`config.mk`:
```
export PLATFORM = sky130hd
export DESIGN_NAME = fetch_unit_flat
export DESIGN_NICKNAME = d
export VERILOG_FILES = /design/src/rtl/fetch_unit_if.sv /design/src/rtl/fetch_unit.sv /design/src/flat_wrapper.sv
export SDC_FILE = /design/constraint.sdc
export NUM_CORES = 1
export LEC_CHECK = 0
export ABC_CLOCK_PERIOD_IN_PS = 11100
export CAP_MARGIN = 40
export CELL_PAD_IN_SITES_DETAIL_PLACEMENT = 0
export CELL_PAD_IN_SITES_GLOBAL_PLACEMENT = 2
export CORE_ASPECT_RATIO = 0.7
export CORE_MARGIN = 4
export CORE_UTILIZATION = 37
export DETAILED_ROUTE_END_ITERATION = 10
export GPL_ROUTABILITY_DRIVEN = 0
export PLACE_DENSITY = 0.95
export SYNTH_ARGS = -nofsm -noshare
export SYNTH_HDL_FRONTEND = slang
export SYNTH_SLANG_ARGS = --single-unit
```
`constraint.sdc`:
```
create_clock -name clk -period 11.1 [get_ports clk]
set_clock_uncertainty 0.1 [all_clocks]
set_input_delay 2.22 -clock clk [delete_from_list [all_inputs] [get_ports clk]]
set_output_delay 2.22 -clock clk [all_outputs]
set_load 0.01 [all_outputs]
```
`src/rtl/fetch_unit_if.sv`:
```
// Instruction-memory request channel between the fetch stage and instruction memory.
// req/addr are held stable until ack; rdata is valid only in the ack cycle.
interface fetch_unit_if;
  logic        imem_req;
  logic [31:0] imem_addr;
  logic        imem_ack;
  logic [31:0] imem_rdata;

  modport master (output imem_req, output imem_addr, input imem_ack, input imem_rdata);
  modport slave  (input imem_req, input imem_addr, output imem_ack, output imem_rdata);
endinterface

```
`src/rtl/fetch_unit.sv`:
```
// Fetch stage: owns the fetch PC and feeds IF/ID; an ack in cycle t is visible in ID at t+1.
// Decode stall parks one instruction in a skid and drops imem_req until ID drains.
module fetch_unit #(
  parameter logic [31:0] RESET_PC = 32'h0000_0000
) (
  input  logic         clk,
  input  logic         rst,
  fetch_unit_if.master imem,
  input  logic         stall,
  input  logic         jump_branch,
  input  logic         jump_target,
  input  logic         jump_reg,
  input  logic [31:0]  jr_pc,
  output logic [31:0]  pc_id,
  output logic [31:0]  instr_id,
  output logic         instr_valid_id
);

  typedef enum logic {FETCH = 1'b0, HOLD = 1'b1} state_t;

  state_t      state, state_nxt;
  logic [31:0] fetch_pc;
  logic [31:0] skid_pc;
  logic [31:0] skid_instr;
  logic [31:0] redir_tgt;
  logic        redir_pending;
  logic [31:0] pc4;
  logic [31:0] redir_pc;
  logic        id_accept;
  logic        id_free;
  logic        redir;
  logic        take;
  logic        load_id;
  logic        load_skid;
  logic        skid_to_id;
  logic        drop_id;

  assign id_accept      = instr_valid_id & ~stall;
  assign id_free        = ~instr_valid_id | id_accept;
  assign imem.imem_addr = fetch_pc;
  assign pc4            = pc_id + 32'd4;
  assign redir          = id_accept & (jump_reg | jump_target | jump_branch);

  always_comb begin
    redir_pc = pc4 + {{14{instr_id[15]}}, instr_id[15:0], 2'b00};
    if (jump_reg) begin
      redir_pc = jr_pc;
    end else if (jump_target) begin
      redir_pc = {pc4[31:28], instr_id[25:0], 2'b00};
    end
  end

  always_ff @(posedge clk or posedge rst) begin
    if (rst) begin
      state <= FETCH;
    end else begin
      state <= state_nxt;
    end
  end

  // imem_req is gated by rst directly so an outstanding request is abandoned immediately.
  always_comb begin
    state_nxt     = state;
    imem.imem_req = 1'b0;
    take          = 1'b0;
    load_id       = 1'b0;
    load_skid     = 1'b0;
    skid_to_id    = 1'b0;
    drop_id       = 1'b0;
    case (state)
      FETCH: begin
        imem.imem_req = ~rst;
        if (imem.imem_ack) begin
          take = 1'b1;
          if (id_free) begin
            load_id = 1'b1;
          end else begin
            load_skid = 1'b1;
            state_nxt = HOLD;
          end
        end else if (id_accept) begin
          drop_id = 1'b1;
        end
      end
      HOLD: begin
        if (id_accept) begin
          skid_to_id = 1'b1;
          state_nxt  = FETCH;
        end
      end
    endcase
  end

  always_ff @(posedge clk or posedge rst) begin
    if (rst) begin
      pc_id          <= RESET_PC;
      instr_id       <= 32'h0;
      instr_valid_id <= 1'b0;
      skid_pc        <= RESET_PC;
      skid_instr     <= 32'h0;
    end else begin
      if (load_id) begin
        pc_id          <= fetch_pc;
        instr_id       <= imem.imem_rdata;
        instr_valid_id <= 1'b1;
      end else if (skid_to_id) begin
        pc_id          <= skid_pc;
        instr_id       <= skid_instr;
        instr_valid_id <= 1'b1;
      end else if (drop_id) begin
        instr_id       <= 32'h0;
        instr_valid_id <= 1'b0;
      end
      if (load_skid) begin
        skid_pc    <= fetch_pc;
        skid_instr <= imem.imem_rdata;
      end
    end
  end

  // The delay slot is either already fetched (HOLD, or acked this cycle) or still in flight;
  // in the latter case the target waits for that ack.
  always_ff @(posedge clk or posedge rst) begin
    if (rst) begin
      fetch_pc      <= RESET_PC;
      redir_pending <= 1'b0;
      redir_tgt     <= RESET_PC;
    end else begin
      if (redir && (take || state == HOLD)) begin
        fetch_pc <= redir_pc;
      end else if (take) begin
        fetch_pc <= redir_pending ? redir_tgt : fetch_pc + 32'd4;
      end
      if (redir && state == FETCH && !take) begin
        redir_pending <= 1'b1;
        redir_tgt     <= redir_pc;
      end else if (take) begin
        redir_pending <= 1'b0;
      end
    end
  end

endmodule
```
`src/flat_wrapper.sv`:
```
// flat-port wrapper written by rule: the top's interface ports become plain ports
module fetch_unit_flat 
#(
  parameter logic [31:0] RESET_PC = 32'h0000_0000
)
  (clk, rst, stall, jump_branch, jump_target, jump_reg, jr_pc, pc_id, instr_id, instr_valid_id, imem_imem_req, imem_imem_addr, imem_imem_ack, imem_imem_rdata);
  fetch_unit_if imem_i ();
  input  logic clk;
  input  logic rst;
  input  logic stall;
  input  logic jump_branch;
  input  logic jump_target;
  input  logic jump_reg;
  input  logic [31:0] jr_pc;
  output logic [31:0] pc_id;
  output logic [31:0] instr_id;
  output logic instr_valid_id;
  output wire logic [$bits(imem_i.imem_req)-1:0] imem_imem_req;
  output wire logic [$bits(imem_i.imem_addr)-1:0] imem_imem_addr;
  input wire logic [$bits(imem_i.imem_ack)-1:0] imem_imem_ack;
  input wire logic [$bits(imem_i.imem_rdata)-1:0] imem_imem_rdata;
  assign imem_imem_req = imem_i.imem_req;
  assign imem_imem_addr = imem_i.imem_addr;
  assign imem_i.imem_ack = imem_imem_ack;
  assign imem_i.imem_rdata = imem_imem_rdata;
  fetch_unit #(.RESET_PC(RESET_PC)) u_core (.clk(clk), .rst(rst), .imem(imem_i), .stall(stall), .jump_branch(jump_branch), .jump_target(jump_target), .jump_reg(jump_reg), .jr_pc(jr_pc), .pc_id(pc_id), .instr_id(instr_id), .instr_valid_id(instr_valid_id));
endmodule
```
Word level (Yosys, flattened, before mapping)
Index checks and enable logic that the tools add are counted.
W data, S select, Z words.
{"block": "word_totals", "reg_bits": 195, "out_inout_bits": 98}
{"block": "classes", "reduce_logical": 9, "n_bitwise": 9, "n_addsub": 3, "n_mux": 30}
{"cell": "$mux W32", "count": 10}
{"cell": "$add A32 B3 Y32 const B", "count": 2}
{"cell": "$add A32 B32 Y32", "count": 1}
{"cell": "$mux W1", "count": 19}
{"cell": "$reduce_bool A2 Y1", "count": 3}
{"cell": "$not A1 Y1", "count": 4}
{"cell": "$logic_and A1 B1 Y1", "count": 3}
{"cell": "$or A1 B1 Y1", "count": 3}
{"cell": "$reduce_bool A3 Y1", "count": 1}
{"cell": "$and A1 B1 Y1", "count": 2}
{"cell": "$pmux W1 S2", "count": 1}
{"cell": "$logic_not A1 Y1", "count": 1}
{"cell": "$logic_or A1 B1 Y1", "count": 1}

Longest topological paths before layout
{"block": "depth", "depth_word": 8, "ltp_mapped": 16}

Least setup slack after synthesis
No wires, ideal clock.
{"block": "synth_path", "path_kind": "input-to-output", "from": "input port rst", "to": "output port imem_imem_req", "path_slack_ps": 6403, "required_time_ps": 8780, "cell_stages": 1, "arrival_time_ps": 2377, "cell_sequence": "nor2_1"}
{"block": "synth_between", "elab_chain_len": 2}
{"element": "start: declaration", "line": "flat_wrapper.sv:9", "text": "input logic rst;"}
{"element": "$not A1 Y1", "line": "fetch_unit.sv:72", "text": "imem.imem_req = ~rst;"}
{"element": "$mux W1", "line": "fetch_unit.sv:70", "text": "case (state)"}
{"element": "end: declaration", "line": "flat_wrapper.sv:18", "text": "output wire logic [$bits(imem_i.imem_req)-1:0] imem_imem_req;"}
Every way passes these cells.

Worst setup path after layout
Ends and elaborated chain as after synthesis.

==> results.toml <==
[outcome]
status = "completed"

[clock_tree]
hold_buffers = 0
clock_latency_ns = 0.45
clk_path_buf_depth = 2
ctsHtreeMaxLevel = 4
path_clk_slew_ns = 0.07
numCtsBuffers = 17
cts_setup_buffers = 0
cts_resized = 0
root_buffer = "clkbuf_16"
cts_tree = "yes"
clock_sinks = 195

[power_and_ir_drop]
power_mw = 4.23
p_switching_mw = 1.86
combPwrFrac_pct = 50.8
ir_worst_vdd_v = 0.000143
p_clk_share_pct = 14.3
p_leak_nw = 6.22
p_sw_share_pct = 44.0
power.internal_mw = 2.37
p_seq_share_pct = 34.9
p_per_area_mw_per_mm2 = 290

[detailed_routing]
detail-route-antenna-nets = 0
vias = 10600
drt-wirelength-per-cell_um = 21.7
drc = 0
drt_pass1_iterations = 9
via_per_inst = 5.77
routed_wl_um = 39800
drtIter0Drc = 1049

[critical_path]
crit_start = "rst"
critPathLaunchType = "primary input"
path_max_fanout = 2
critPathKind = "in -> out"
required_ns = 8.78
worst_setup_path_end_kind = "primary output"
cp_data_arrival_time_ns = 3.40
reg2reg_from = "u_core.pc_id[9]$_DFFE_PP0P_"

[die]
ios = 169
die_area_mm2 = 0.0351
num_rows = 54
fp.dieH_um = 158
initial_core_util_pct = 37.8
die_x_um = 222
core_area_mm2 = 0.0314

[timing]
slew_violations = 0
finalHoldViolCount = 0
slew_headroom_pct = 43.8
setup_slack_ns = 5.38
worst_pin_slew_ns = 0.835
finalCritPeriodShare_pct = 51.6
rsz0062_at_grt = "false"
fin_crit_ns = 5.72
finalSetupTns_ns = 0
clock.fmax_mhz = 175
setup_viol = 0

[place]
dp_hpwl_um = 28900
place_ws_ns = 5.36
placed_cells = 1801
portBuffers = 168

[finish]
drive_gt1_share_pct = 10.5
antenna_cells = 0
stdcell_count = 1833
syn2layout_area_growth_pct = 23.1
final_cell_mix = "dfrtp_1 (194), clkdlybuf4s50_1 (167), nand2_1 (156)"
layout_commonest_cell = "dfrtp_1"
nets = 1508
fillers = 2996

[global_route]
grt_max_degree = 123
grt_pass1_wl_um = 61700
antenna_found_initial = 1
grt_overflow_total = 0
grt_pass1_vias = 10100
grt_usage_pct = 22.5

[run]
max_cap_violations = 0

[synth]
syn_inst = 1278
syn_area_mm2 = 0.0119
synth-edff-count = 0
yosysTopAreaCell = "dfrtp_1"
syn_area_per_cell_um2 = 9.29
ys_seq_elements = 195
synth_cell_type_count = 77
synth_ff_type = "dfrtp_1"
synth_nets = 1386
yosysSeqAreaShare_pct = 41.1
synthArstFlopShare_pct = 100
yosys-top-cells-area = "dfrtp_1 (41%), mux2_2 (6.3%), nand2_1 (4.9%), o21ai_0 (4.0%), ha_1 (3.8%)"
yosysTopAreaCellShare_pct = 41.1
yosysWarnings = 0

[worst_hold_path]
hp-start = "u_core.redir_tgt[2]$_DFFE_PP0P_"
min_path_type = "reg -> reg"
-- power by group through the flow --
stage,Clock (mW),Sequential [mW],Combinational (mW)
final,0.605,1.48,2.15
after global routing,0.646,1.53,2.37
after CTS,0.618,1.47,2.15
after detailed placement,0,1.48,2.14
after global placement,0,1.49,2.05
after floorplan,0,1.37,1.36
-- per-layer routing --
layer	up-vias	routed length [um]	part of all wire [%]	global-route usage (%)
li1	4927	-	-	-
met1	5202	18800	47	32.9
met2	414	17300	43	34.0
met3	40	2880	7.2	4.58
met4	2	837	2.1	6.67
met5	-	20	0.050	0
-- logic make-up after synthesis --
logic type / after synthesis / share of synthesized area, %
compound gates: 344 / 19.6
xor+xnor: 64 / 4.72
fa+ha+maj: 37 / 3.96
buf+inv: 131 / 4.34
flops: 195 / 41.1
mux: 112 / 10.2
simple gates: 395 / 16.1
-- worst max-delay path: stages --
cell and delay, ns:
clkdlybuf4s50_1 0.51, nor2_1 0.13, clkdlybuf4s50_1 0.54
-- Yosys cell counts (all sizes together) (10+ instances only) --
| cell | number |
|---|---|
| xnor2 | 40 |
| nor3 | 29 |
| o211ai | 17 |
| clkbuf | 63 |
| a211oi | 14 |
| and4 | 11 |
| o21ai | 108 |
| mux2i | 45 |
| xor2 | 24 |
| a21oi | 66 |
| a21o | 26 |
| a222oi | 32 |
| nand3 | 40 |
| o31ai | 14 |
| or3 | 12 |
| nand2 | 158 |
| ha | 36 |
| a22oi | 10 |
| mux2 | 67 |
| dfrtp | 195 |
| nand4 | 20 |
| inv | 47 |
| nor2 | 65 |
| and3 | 28 |
| buf | 21 |
-- registers in the layout (all words and copies together) (netlist names) --
signal,cells
u_core.instr_id,32
u_core.instr_valid_id,1
u_core.state,1
u_core.pc_id,32
u_core.redir_tgt,32
u_core.redir_pending,1
u_core.skid_instr,32
u_core.imem.imem_addr,32
u_core.skid_pc,32
-- cell type report --
class	count	area, um^2	area share (%)
tap	420	526	3.60
sequential	195	4880	33.4
clock inverter	12	95.1	0.651
inverter	47	184	1.26
clock buffer	20	467	3.19
timing repair buffer	187	1950	13.3
multi-input combinational	952	6520	44.6
-- final timing paths --
kind | to | slack, ns | depth (start not counted)
setup / recovery | imem_imem_req | 5.38 | 3
hold / removal | u_core.redir_tgt[2]$_DFFE_PP0P_ | 0.38 | 2
setup reg to reg | u_core.imem.imem_addr[27]$_DFFE_PP0P_ | 6.52 | 13
hold reg to reg | u_core.redir_tgt[2]$_DFFE_PP0P_ | 0.38 | 2
max in group asynchronous | u_core.skid_pc[24]$_DFFE_PP0P_ | 8.10 | 4
min in group asynchronous | u_core.pc_id[12]$_DFFE_PP0P_ | 1.97 | 2
-- metrics by stage --
| stage | cell area, um^2 | util, % | hold WS [ns] |
|---|---|---|---|
| final | 14600 | 46.5 | 0.383 |
| after floorplan | 11900 | - | 0.340 |
| after global routing | 14600 | 46.5 | 0.406 |
| after detailed placement | 14100 | 44.7 | 0.367 |
| after CTS | 14600 | 46.5 | 0.382 |
| after global placement | 13800 | 44.1 | 0.357 |
Power figures use the tool's default switching activity.
